`src/rtl/bit_serializer_pkg.sv`:
```
// Shared types and helpers for the bit serializer: FSM state encoding and counter sizing.
package bit_serializer_pkg;

    typedef enum logic [1:0] {
        ST_IDLE  = 2'd0,
        ST_SHIFT = 2'd1,
        ST_GAP   = 2'd2
    } ser_state_e;

    // Gap lengths go up to 255 cycles.
    localparam int unsigned GAP_CNT_W = 8;

    function automatic int unsigned cnt_width(input int unsigned n);
        return (n < 2) ? 1 : $clog2(n);
    endfunction

endpackage

```
`src/rtl/bit_serializer_if.sv`:
```
// Word-in / bit-out bundle of the serializer; master is the word source, slave is the serializer.
interface bit_serializer_if #(
    parameter int unsigned WIDTH = 8
);
    logic [WIDTH-1:0] in_data;
    logic             in_valid;
    logic             in_ready;
    logic             ser_out;
    logic             ser_active;
    logic             word_done;

    modport master (
        output in_data, in_valid,
        input  in_ready, ser_out, ser_active, word_done
    );

    modport slave (
        input  in_data, in_valid,
        output in_ready, ser_out, ser_active, word_done
    );
endinterface

```
`src/rtl/bit_serializer_cnt.sv`:
```
// Clearable up-counter with a compare flag raised while the count equals TERM.
module bit_serializer_cnt #(
    parameter int unsigned CW   = 3,
    parameter int unsigned TERM = 0
) (
    input  logic clk,
    input  logic rstn,
    input  logic clr,
    input  logic inc,
    output logic hit_c
);
    logic [CW-1:0] count;

    always_ff @(posedge clk or negedge rstn) begin
        if (!rstn) begin
            count <= '0;
        end else if (clr) begin
            count <= '0;
        end else if (inc) begin
            count <= count + CW'(1);
        end
    end

    assign hit_c = (count == CW'(TERM));
endmodule

```
`src/rtl/bit_serializer.sv`:
```
// Word-to-bitstream serializer feeding the sequence detector; valid/ready in, one bit per clk out.
module bit_serializer
    import bit_serializer_pkg::*;
#(
    parameter int unsigned WIDTH      = 8,
    parameter bit          LSB_FIRST  = 1'b0,
    parameter bit          IDLE_LEVEL = 1'b0,
    parameter int unsigned GAP_CYCLES = 0
) (
    input logic             clk,
    input logic             rstn,
    bit_serializer_if.slave bus
);
    localparam int unsigned BIT_CW   = cnt_width(WIDTH);
    localparam int unsigned GAP_TERM = (GAP_CYCLES == 0) ? 0 : GAP_CYCLES - 1;

    ser_state_e       state_q, state_d;
    logic [WIDTH-1:0] sreg_q, sreg_d;
    logic             ser_out_q, ser_out_d;
    logic             active_q, active_d;
    logic             done_q, done_d;
    logic             ready_q, ready_d;
    logic             accept_c;
    logic             bit_clr_c, bit_inc_c, bit_hit_c;
    logic             gap_clr_c, gap_inc_c, gap_hit_c;

    function automatic logic head(input logic [WIDTH-1:0] v);
        return LSB_FIRST ? v[0] : v[WIDTH-1];
    endfunction

    function automatic logic [WIDTH-1:0] advance(input logic [WIDTH-1:0] v);
        return LSB_FIRST ? (v >> 1) : (v << 1);
    endfunction

    // Bit position: flag marks the next-to-last bit so word_done/in_ready can be registered.
    bit_serializer_cnt #(.CW(BIT_CW), .TERM(WIDTH - 2)) u_bit_cnt (
        .clk   (clk),
        .rstn  (rstn),
        .clr   (bit_clr_c),
        .inc   (bit_inc_c),
        .hit_c (bit_hit_c)
    );

    bit_serializer_cnt #(.CW(GAP_CNT_W), .TERM(GAP_TERM)) u_gap_cnt (
        .clk   (clk),
        .rstn  (rstn),
        .clr   (gap_clr_c),
        .inc   (gap_inc_c),
        .hit_c (gap_hit_c)
    );

    // Next state and next registered outputs; ready_q only opens on IDLE or a gapless last bit.
    always_comb begin
        state_d   = state_q;
        sreg_d    = sreg_q;
        ser_out_d = IDLE_LEVEL;
        active_d  = 1'b0;
        done_d    = 1'b0;
        ready_d   = 1'b0;
        bit_clr_c = 1'b0;
        bit_inc_c = 1'b0;
        gap_clr_c = 1'b0;
        gap_inc_c = 1'b0;
        accept_c  = bus.in_valid && ready_q;

        if (accept_c) begin
            state_d   = ST_SHIFT;
            sreg_d    = advance(bus.in_data);
            ser_out_d = head(bus.in_data);
            active_d  = 1'b1;
            bit_clr_c = 1'b1;
        end else begin
            case (state_q)
                ST_IDLE: ready_d = 1'b1;
                ST_SHIFT: begin
                    if (!done_q) begin
                        bit_inc_c = 1'b1;
                        sreg_d    = advance(sreg_q);
                        ser_out_d = head(sreg_q);
                        active_d  = 1'b1;
                        done_d    = bit_hit_c;
                        ready_d   = bit_hit_c && (GAP_CYCLES == 0);
                    end else if (GAP_CYCLES == 0) begin
                        state_d = ST_IDLE;
                        ready_d = 1'b1;
                    end else begin
                        state_d   = ST_GAP;
                        gap_clr_c = 1'b1;
                    end
                end
                ST_GAP: begin
                    if (gap_hit_c) begin
                        state_d = ST_IDLE;
                        ready_d = 1'b1;
                    end else begin
                        gap_inc_c = 1'b1;
                    end
                end
                default: state_d = ST_IDLE;
            endcase
        end
    end

    always_ff @(posedge clk or negedge rstn) begin
        if (!rstn) begin
            state_q   <= ST_IDLE;
            sreg_q    <= '0;
            ser_out_q <= IDLE_LEVEL;
            active_q  <= 1'b0;
            done_q    <= 1'b0;
            ready_q   <= 1'b0;
        end else begin
            state_q   <= state_d;
            sreg_q    <= sreg_d;
            ser_out_q <= ser_out_d;
            active_q  <= active_d;
            done_q    <= done_d;
            ready_q   <= ready_d;
        end
    end

    assign bus.in_ready   = ready_q;
    assign bus.ser_out    = ser_out_q;
    assign bus.ser_active = active_q;
    assign bus.word_done  = done_q;
endmodule
```
`src/flat_wrapper.sv`:
```
// flat-port wrapper written by rule: the top's interface ports become plain ports
module bit_serializer_flat import bit_serializer_pkg::*;
#(
    parameter int unsigned WIDTH      = 8,
    parameter bit          LSB_FIRST  = 1'b0,
    parameter bit          IDLE_LEVEL = 1'b0,
    parameter int unsigned GAP_CYCLES = 0
)
  (clk, rstn, bus_in_data, bus_in_valid, bus_in_ready, bus_ser_out, bus_ser_active, bus_word_done);
  bit_serializer_if #(.WIDTH(WIDTH)) bus_i ();
  input logic clk;
  input logic rstn;
  input wire logic [$bits(bus_i.in_data)-1:0] bus_in_data;
  input wire logic [$bits(bus_i.in_valid)-1:0] bus_in_valid;
  output wire logic [$bits(bus_i.in_ready)-1:0] bus_in_ready;
  output wire logic [$bits(bus_i.ser_out)-1:0] bus_ser_out;
  output wire logic [$bits(bus_i.ser_active)-1:0] bus_ser_active;
  output wire logic [$bits(bus_i.word_done)-1:0] bus_word_done;
  assign bus_i.in_data = bus_in_data;
  assign bus_i.in_valid = bus_in_valid;
  assign bus_in_ready = bus_i.in_ready;
  assign bus_ser_out = bus_i.ser_out;
  assign bus_ser_active = bus_i.ser_active;
  assign bus_word_done = bus_i.word_done;
  bit_serializer #(.WIDTH(WIDTH), .LSB_FIRST(LSB_FIRST), .IDLE_LEVEL(IDLE_LEVEL), .GAP_CYCLES(GAP_CYCLES)) u_core (.clk(clk), .rstn(rstn), .bus(bus_i));
endmodule
```
`config.mk`:
```
export PLATFORM = sky130hd
export DESIGN_NAME = bit_serializer_flat
export DESIGN_NICKNAME = d
export VERILOG_FILES = /design/src/rtl/bit_serializer_pkg.sv /design/src/rtl/bit_serializer_if.sv /design/src/rtl/bit_serializer_cnt.sv /design/src/rtl/bit_serializer.sv /design/src/flat_wrapper.sv
export SDC_FILE = /design/constraint.sdc
export NUM_CORES = 1
export LEC_CHECK = 0
export ABC_CLOCK_PERIOD_IN_PS = 2200
export CAP_MARGIN = 20
export CORE_MARGIN = 2
export CORE_UTILIZATION = 40
export DETAILED_ROUTE_END_ITERATION = 16
export GPL_ROUTABILITY_DRIVEN = 0
export MAX_ROUTING_LAYER = met4
export PLACE_DENSITY_LB_ADDON = 0.3
export SLEW_MARGIN = 20
export SYNTH_ARGS = -nofsm -noshare
export SYNTH_HDL_FRONTEND = slang
export SYNTH_HIERARCHICAL = 1
export SYNTH_SLANG_ARGS = --single-unit
```
`constraint.sdc`:
```
create_clock -name clk -period 2.2 [get_ports clk]
set_input_delay 0.22 -clock clk [delete_from_list [all_inputs] [get_ports clk]]
set_output_delay 0.22 -clock clk [all_outputs]
set_load 0.1 [all_outputs]
```
== Word level (Yosys, flattened, before mapping) ==
Cells that the tools add are included.

* Add/subtract/negate cells: 2
* Reductions and logical operators: 7
* Muxes and demuxes: 27
* Equality and inequality tests: 7

{| class="wikitable"
|+ Operators by type and width
! cell !! count
|-
| $mux 8 || 3
|-
| $mux 1 || 17
|-
| $add 8x1->8 const B || 1
|-
| $logic_not 8->1 || 1
|-
| $mux 2 || 3
|-
| $mux 3 || 2
|-
| $ne 3x1->1 const B || 2
|-
| $pmux 2 s3 || 1
|-
| $reduce_bool 2->1 || 2
|-
| $add 3x1->3 const B || 1
|-
| $eq 3x3->1 const B || 1
|-
| $pmux 1 s3 || 1
|-
| $reduce_and 3->1 || 1
|-
| $eq 2x1->1 const B || 1
|-
| $eq 2x2->1 const B || 1
|-
| $logic_not 2->1 || 1
|-
| $ne 2x1->1 const B || 1
|-
| $ne 2x2->1 const B || 1
|-
| $reduce_and 2->1 || 1
|-
| $logic_and 1x1->1 || 1
|}

* Register bits: 25
* Output and inout bits: 4
* Logic and storage cells: 51

== Longest topological paths before layout ==
Gate-level depths: netlist of the first run.

* Word-level depth: 5
* Gate-level depth with buffers: 5
* Gate-level depth less buffers: 5

== Hierarchy ==
Netlist of the first run, hierarchy kept.

{| class="wikitable"
|+ By module, submodules not included
! module !! area an instance (µm²) !! times used !! cells an instance
|-
| bit_serializer || 500.5 || 1 || 52
|-
| bit_serializer_cnt || 162.7 || 1 || 15
|}

== Worst setup path before layout of the first run ==
OpenSTA, ideal clock, no wires.

* Kind: register to register
* Start: register u_core.ready_q (netlist: u_core/bus.in_ready)
* End: register u_core.u_bit_cnt.count[2]
* Stages on the path, launching flop included: 6
* Period minus slack after synthesis: 1.705 ns
* Library setup time: 0.077 ns
* Slack: 0.495 ns
* Required time: 2.123 ns
* Arrival time: 1.627 ns
* Cell sequence: dfrtp_1 > nand2_2 > inv_2 > nor2_2 > a21bo_1 > a21oi_1

* Cells in the longest elaborated chain, start to end: 3
* Elaborated cells on any way between the ends: 5
* Classes of those cells: mux (3); reduce/logical (2)

{| class="wikitable"
|+ Ends and longest elaborated chain
! what !! line !! text
|-
| from (decl) || bit_serializer.sv:22 || <nowiki>logic ready_q, ready_d;</nowiki>
|-
| from (signal assigned) || bit_serializer.sv:118 || <nowiki>ready_q <= ready_d;</nowiki>
|-
| $logic_and 1x1->1 || bit_serializer.sv:64 || <nowiki>accept_c = bus.in_valid && ready_q;</nowiki>
|-
| net u_core.accept_c || bit_serializer.sv:23 || <nowiki>logic accept_c;</nowiki>
|-
| $mux 1 || bit_serializer.sv:66 || <nowiki>if (accept_c) begin</nowiki>
|-
| net u_core.bit_inc_c || bit_serializer.sv:24 || <nowiki>logic bit_clr_c, bit_inc_c, bit_hit_c;</nowiki>
|-
| $reduce_bool 2->1 (no line) || n/a ||
|-
| to (signal assigned) || bit_serializer_cnt.sv:20 || <nowiki>count <= count + CW'(1);</nowiki>
|-
| to (decl) || bit_serializer_cnt.sv:12 || <nowiki>logic [CW-1:0] count;</nowiki>
|}

The timed path passes the listed nets, and every way through them passes these cells.
A chain may end at the register's enable or synchronous reset.

== Worst setup path after layout of the first run ==
Ends and elaborated chain as after synthesis.

==> results.json, run 1 <==
{
  "slowest_stage": "dfrtp_1",
  "fmax_ghz": 0.730,
  "cts-hold-fix-buffers": 0,
  "syn_to_final_growth_pct": 23.8,
  "root_buffer": "clkbuf_4",
  "nets": 97,
  "hpwl_um": 841,
  "path_buf_inv": 1,
  "drive_above_1_share_pct": 14.5,
  "leakage_nw": 0.388,
  "synth-seq-area-share_pct": 56.6,
  "cts.sinks": 15,
  "grt_use_total_pct": 14.8,
  "clock-skew-final_ns": 0.000442,
  "via_per_inst": 4.97,
  "cts_tree": "built",
  "grt_pass1_wl_mm": 2.03,
  "hp-class": "input port to async pin",
  "cts_resized": 0,
  "grt_pass1_vias": 443,
  "die_y_um": 44.7,
  "slew_viol_final": 0,
  "die_w_um": 44.7,
  "synth_top_area_cell": "dfrtp_1",
  "slowest_delay_ns": 0.40,
  "ant_nets": 0,
  "io_pins": 15,
  "drt-total-wl_mm": 1.15,
  "synth_top_area_share_pct": 56.6,
  "path_clk_slew_ns": 0.08,
  "hold_slack_ns": 0.352,
  "yosysUniqueCellTypes": 22,
  "ys_top_cells_by_area": "dfrtp_1 (57%), nand2_1 (9.1%), a31oi_1 (5.7%)",
  "period_share_pct": 62.2,
  "syn_area_um2": 663,
  "max_cap_viol_count": 0,
  "irDropWorstVdd_mv": 0.738,
  "crit_arrival_ns": 1.57,
  "fin_total_pwr_mw": 1.16,
  "num_antenna_cells": 0,
  "critPathLaunch": "u_core/bus.in_ready",
  "r2r_start": "u_core/bus.in_ready",
  "finalSetupViolCount": 0,
  "crit_required_ns": 2.40,
  "h-tree-depth": 1,
  "endpoint_kind": "flip-flop",
  "clock_path_buffers": 2,
  "syn_inst": 67,
  "post_cts_buffers": 0,
  "cp-start-kind": "flip-flop",
  "grt_setup_unrepaired": "no",
  "core_um2": 1520,
  "avgSynthCellArea_um2": 9.90,
  "grt_max_degree": 18,
  "first_pass_iters": 5,
  "port-buffer-count": 14,
  "finalCriticalPeriod_ns": 1.37,
  "drcViolationCount": 0,
  "numCtsBuffers": 3,
  "wl_per_cell_um": 11.6,
  "start_util_pct": 43.5,
  "drt_iter0_markers": 7,
  "globalRouteOverflowTotal": 0,
  "synth_nets": 80,
  "powerDensity_nw_per_um2": 1420,
  "status": "finished, final reports clean",
  "clock_latency_ns": 0.27,
  "antenna_found_initial": 0,
  "ys_warn_count": 6,
  "cp_top_family": "simple AND/OR/NAND/NOR gates",
  "die-area_um2": 2000,
  "fp-row-count": 14,
  "vias": 492,
  "ys_ff_latch": 15,
  "crit_type": "flip-flop to flip-flop",
  "path_cells": "nand2_2 > inv_2 > nor2_2 > nand3b_1 > a21oi_1",
  "tightest_slew_ns": 0.671,
  "final_hold_viol_count": 0,
  "relSlewSlack_pct": 55.1,
  "critPathMaxFanout": 17,
  "fin_tns_setup_ns": 0
}
==> cell type report <==
class / instances / area [um^2]
well taps: 16 / 20.0
repair buffers: 14 / 130
clock buffers: 4 / 26.3
fillers: 132 / 703
inverters: 2 / 7.51
multi-input cells: 48 / 262
flip-flops and latches: 15 / 375
==> logic make-up (layout without fill, tap and decap cells) <==
| kind of cell | after synthesis | after routing | synth area share, % |
|---|---|---|---|
| and+or+nand+nor | 35 | 35 | 24.3 |
| DFF | 15 | 15 | 56.6 |
| AOI/OAI and AO/OA | 10 | 10 | 10.0 |
| buffers and inverters | 4 | 20 | 3.96 |
| adders and majority gates | 2 | 2 | 3.77 |
| xor gates and xnor gates | 1 | 1 | 1.32 |
==> per-stage QoR <==
stage / cells / util (%) / cell area [um^2] / worst slack [ns]
after floorplan: 67 / - / 663 / 0.495
after global placement: 95 / 52.1 / 795 / 0.656
after detailed placement: 95 / 52.1 / 795 / 0.571
after CTS: 99 / 53.9 / 821 / 0.816
after global routing: 99 / 53.9 / 821 / 0.709
final: 99 / 53.9 / 821 / 0.831
==> cells in the final DEF (no fill, tap or decap) <==
| cell type | Yosys | layout |
|---|---|---|
| nand2b_2 | 1 | 1 |
| and2b_2 | 1 | 1 |
| inv_2 | 1 | 1 |
| and3_1 | 1 | 1 |
| clkbuf_1 | 0 | 1 |
| a22o_1 | 1 | 1 |
| a21bo_1 | 1 | 1 |
| nand3_1 | 1 | 1 |
| clkbuf_4 | 0 | 3 |
| nor2_2 | 1 | 1 |
| nor2_1 | 9 | 9 |
| clkdlybuf4s50_1 | 0 | 10 |
| and2_1 | 1 | 1 |
| a21oi_1 | 2 | 2 |
| inv_1 | 1 | 1 |
| nand2b_1 | 2 | 2 |
| nand2_1 | 16 | 16 |
| dfrtp_1 | 15 | 15 |
| xnor2_1 | 1 | 1 |
| buf_4 | 1 | 4 |
| a31oi_1 | 6 | 6 |
| nand2_2 | 1 | 1 |
| ha_1 | 2 | 2 |
| nand3b_1 | 1 | 1 |
==> final timing paths <==
path	endpoint	slack, ns	cells past startpoint
worst max-delay path	u_core/u_bit_cnt/count[2]	0.83	5
worst min-delay path	u_core/u_bit_cnt/count[1]	0.35	1
worst max register to register	u_core/u_bit_cnt/count[2]	0.83	5
worst min register to register	u_core/sreg_q[1]	0.51	2
max in group asynchronous	u_core/bus.word_done	1.42	1
min in group clk	u_core/sreg_q[1]	0.48	3
==> synthesized netlist by cell type (all sizes together) <==
master and number:
ha 2, dfrtp 15, inv 2, buf 2, a21oi 2, nand2 17
a21bo 1, and2b 1, xnor2 1, a22o 1, nand3b 1, nand3 1
and3 1, and2 1, nor2 10, nand2b 3, a31oi 6
==> registers in the layout (all words and copies together) (netlist names) <==
register	flops
u_core/sreg_q	7
u_core/u_bit_cnt/count	3
u_core/bus.in_ready	1
u_core/bus.ser_active	1
u_core/bus.ser_out	1
u_core/bus.word_done	1
u_core/state_q	1
==> routing by layer <==
layer	routed length [um]	up-vias	track usage, %	part of all wire (%)
met1	541	226	20.1	47
li1	-	251	-	-
met2	536	15	20.3	47
met3	68	0	5.20	5.9
met4	0	0	5.45	0
met5	0	-	-	0
==> power by group <==
group | switching [mW] | internal [mW]
clock | 0.0797 | 0.0702
combinational | 0.375 | 0.184
sequential | 0.0626 | 0.393
Power figures use the tool's default switching activity.
==> run 2, diff against run 1 <==
- ABC_CLOCK_PERIOD_IN_PS: 2200 -> 1400
- clock period: 2.2 -> 1.4 ns (I/O delays scaled with it)
==> run 2 against run 1 <==
- sequential cell count stayed put
- critical path depth is 1 lower
- combinational power is 81% higher
- highest routed layer is now met4
==> results.json, run 2 (synthesis gave the netlist of run 1 again) <==
{
  "crit_type": "flip-flop to flip-flop",
  "slew_viol_final": 0,
  "cp_num_cells": 4,
  "r2r_start": "u_core/bus.word_done",
  "powerDensity_nw_per_um2": 2220,
  "drive_above_1_share_pct": 19.8,
  "via_per_inst": 4.98,
  "numCtsBuffers": 3,
  "fin_total_pwr_mw": 1.99,
  "grt_pass1_vias": 500,
  "endpoint_kind": "flip-flop",
  "path_buf_inv": 0,
  "hpwl_um": 877,
  "drt_iter0_markers": 1,
  "first_pass_iters": 4,
  "crit_arrival_ns": 1.39,
  "ant_nets": 0,
  "relSlewSlack_pct": 83.8,
  "largest-register": "u_core/sreg_q",
  "p_switching_mw": 0.847,
  "combPwrFrac_pct": 50.5,
  "swShare_pct": 42.5,
  "final_hold_viol_count": 0,
  "finalCriticalPeriod_ns": 1.19,
  "clock_latency_ns": 0.28,
  "fin_tns_setup_ns": 0,
  "cts_resized": 0,
  "p_clk_share_pct": 12.2,
  "drcViolationCount": 0,
  "fp-row-count": 14,
  "h-tree-depth": 1,
  "wl_per_cell_um": 11.5,
  "die_y_um": 44.7,
  "start_util_pct": 43.5,
  "die-area_um2": 2000,
  "largest_reg_flops": 7,
  "antenna_found_initial": 0,
  "drt-total-wl_mm": 1.18,
  "layout_common_cells": "nand2_1 (16), dfrtp_1 (13), clkdlybuf4s50_1 (10), nor2_1 (9), a31oi_1 (6)",
  "reg.largest.list": "u_core/sreg_q (7), u_core/u_bit_cnt/count (3)",
  "final_common_cell": "nand2_1",
  "grt_pass1_wl_mm": 2.13,
  "reg2reg_depth": 4,
  "multi_input_area_um2": 262,
  "finalSetupViolCount": 0,
  "nets": 100,
  "num_antenna_cells": 0,
  "grt_use_total_pct": 16.3,
  "path_cells": "nand2b_2 > nor2_2 > nand3b_1 > a21oi_1",
  "status": "finished, final reports clean",
  "p_seq_share_pct": 37.3,
  "critPathMaxFanout": 6,
  "io_pins": 15,
  "endpoint": "u_core/u_bit_cnt/count[2]",
  "period_share_pct": 85.1,
  "cp-start-kind": "flip-flop",
  "critPathLaunch": "u_core/bus.word_done",
  "cp_top_family": "simple AND/OR/NAND/NOR gates",
  "grt_setup_unrepaired": "no",
  "cts_tree": "built",
  "fin_ws_ns": 0.209,
  "worstReg2RegEnd": "u_core/u_bit_cnt/count[2]",
  "r2r_setup_slack_ns": 0.21,
  "fmax_ghz": 0.840,
  "clock_path_buffers": 2,
  "core_um2": 1520,
  "irDropWorstVdd_mv": 1.13,
  "slowest_stage": "dfrtp_2",
  "path_clk_slew_ns": 0.09,
  "cts-hold-fix-buffers": 0,
  "seq_area_um2": 378,
  "root_buffer": "clkbuf_4",
  "crit_required_ns": 1.60,
  "leakage_nw": 0.415,
  "post_layout_nonfiller_instances": 102,
  "clock-skew-final_ns": 0.00466,
  "tightest_slew_ns": 0.243,
  "vias": 508,
  "syn_to_final_growth_pct": 35.1,
  "slowest_delay_ns": 0.44,
  "cts.sinks": 15,
  "die_w_um": 44.7,
  "hp-class": "input port to async pin",
  "place_ws_ns": 0.0651,
  "port-buffer-count": 14,
  "post_cts_buffers": 0,
  "grt_max_degree": 17,
  "nFillCells": 136,
  "max_cap_viol_count": 0,
  "globalRouteOverflowTotal": 0,
  "post-place-cells": 98,
  "p_int_mw": 1.15
}
run 2: changes by cell type in the layout (fill, tap and decap cells not counted), sizes merged:
| cell | before | now |
|---|---|---|
| buf | 4 | 7 |
run 2: layer usage:
metal | GRT usage [%] | share of wire, % | vias to the layer above
met2 | 23.2 | 48 | 10
met5 | - | 0 | -
met4 | 14.5 | 1.4 | 0
met3 | 2.40 | 4.2 | 2
met1 | 20.0 | 47 | 238
li1 | - | - | 258
run 2: stage by stage:
stage | area (um^2) | hold WS, ns | util, %
floorplan | 666 | -0.156 | -
global placement | 870 | 0.467 | 57.1
detailed placement | 870 | 0.472 | 57.1
CTS | 896 | 0.154 | 58.8
global route | 896 | 0.193 | 58.8
finish | 896 | 0.159 | 58.8
run 2: cell type report:
| class | instances | share of cell area (%) |
|---|---|---|
| Clock buffer | 4 | 2.93 |
| Inverter | 2 | 0.838 |
| Multi-Input combinational cell | 48 | 29.2 |
| Sequential cell | 15 | 42.2 |
| Tap cell | 16 | 2.23 |
| Timing Repair Buffer | 17 | 22.6 |
run 2: how the worst min path moves through the flow:
| stage | start | end | slack (ns) | cells after the start |
|---|---|---|---|---|
| after global routing | rstn | u_core/bus.in_ready | 0.19 | 2 |
| after detailed placement | rstn | u_core/u_bit_cnt/count[2] | 0.47 | 2 |
| after global placement | rstn | u_core/u_bit_cnt/count[2] | 0.47 | 2 |
| after floorplan | rstn | u_core/bus.in_ready | -0.16 | 0 |
| final | rstn | u_core/sreg_q[1] | 0.16 | 2 |
| after CTS | rstn | u_core/sreg_q[1] | 0.15 | 2 |
run 2: power groups by stage:
| stage | Sequential, mW | Combinational (mW) | Clock (mW) |
|---|---|---|---|
| after floorplan | 0.985 | 0.449 | 0 |
| after global placement | 0.751 | 0.995 | 0 |
| after detailed placement | 0.754 | 1.01 | 0 |
| after CTS | 0.744 | 1.02 | 0.256 |
| final | 0.743 | 1.01 | 0.243 |
| after global routing | 0.767 | 1.11 | 0.270 |
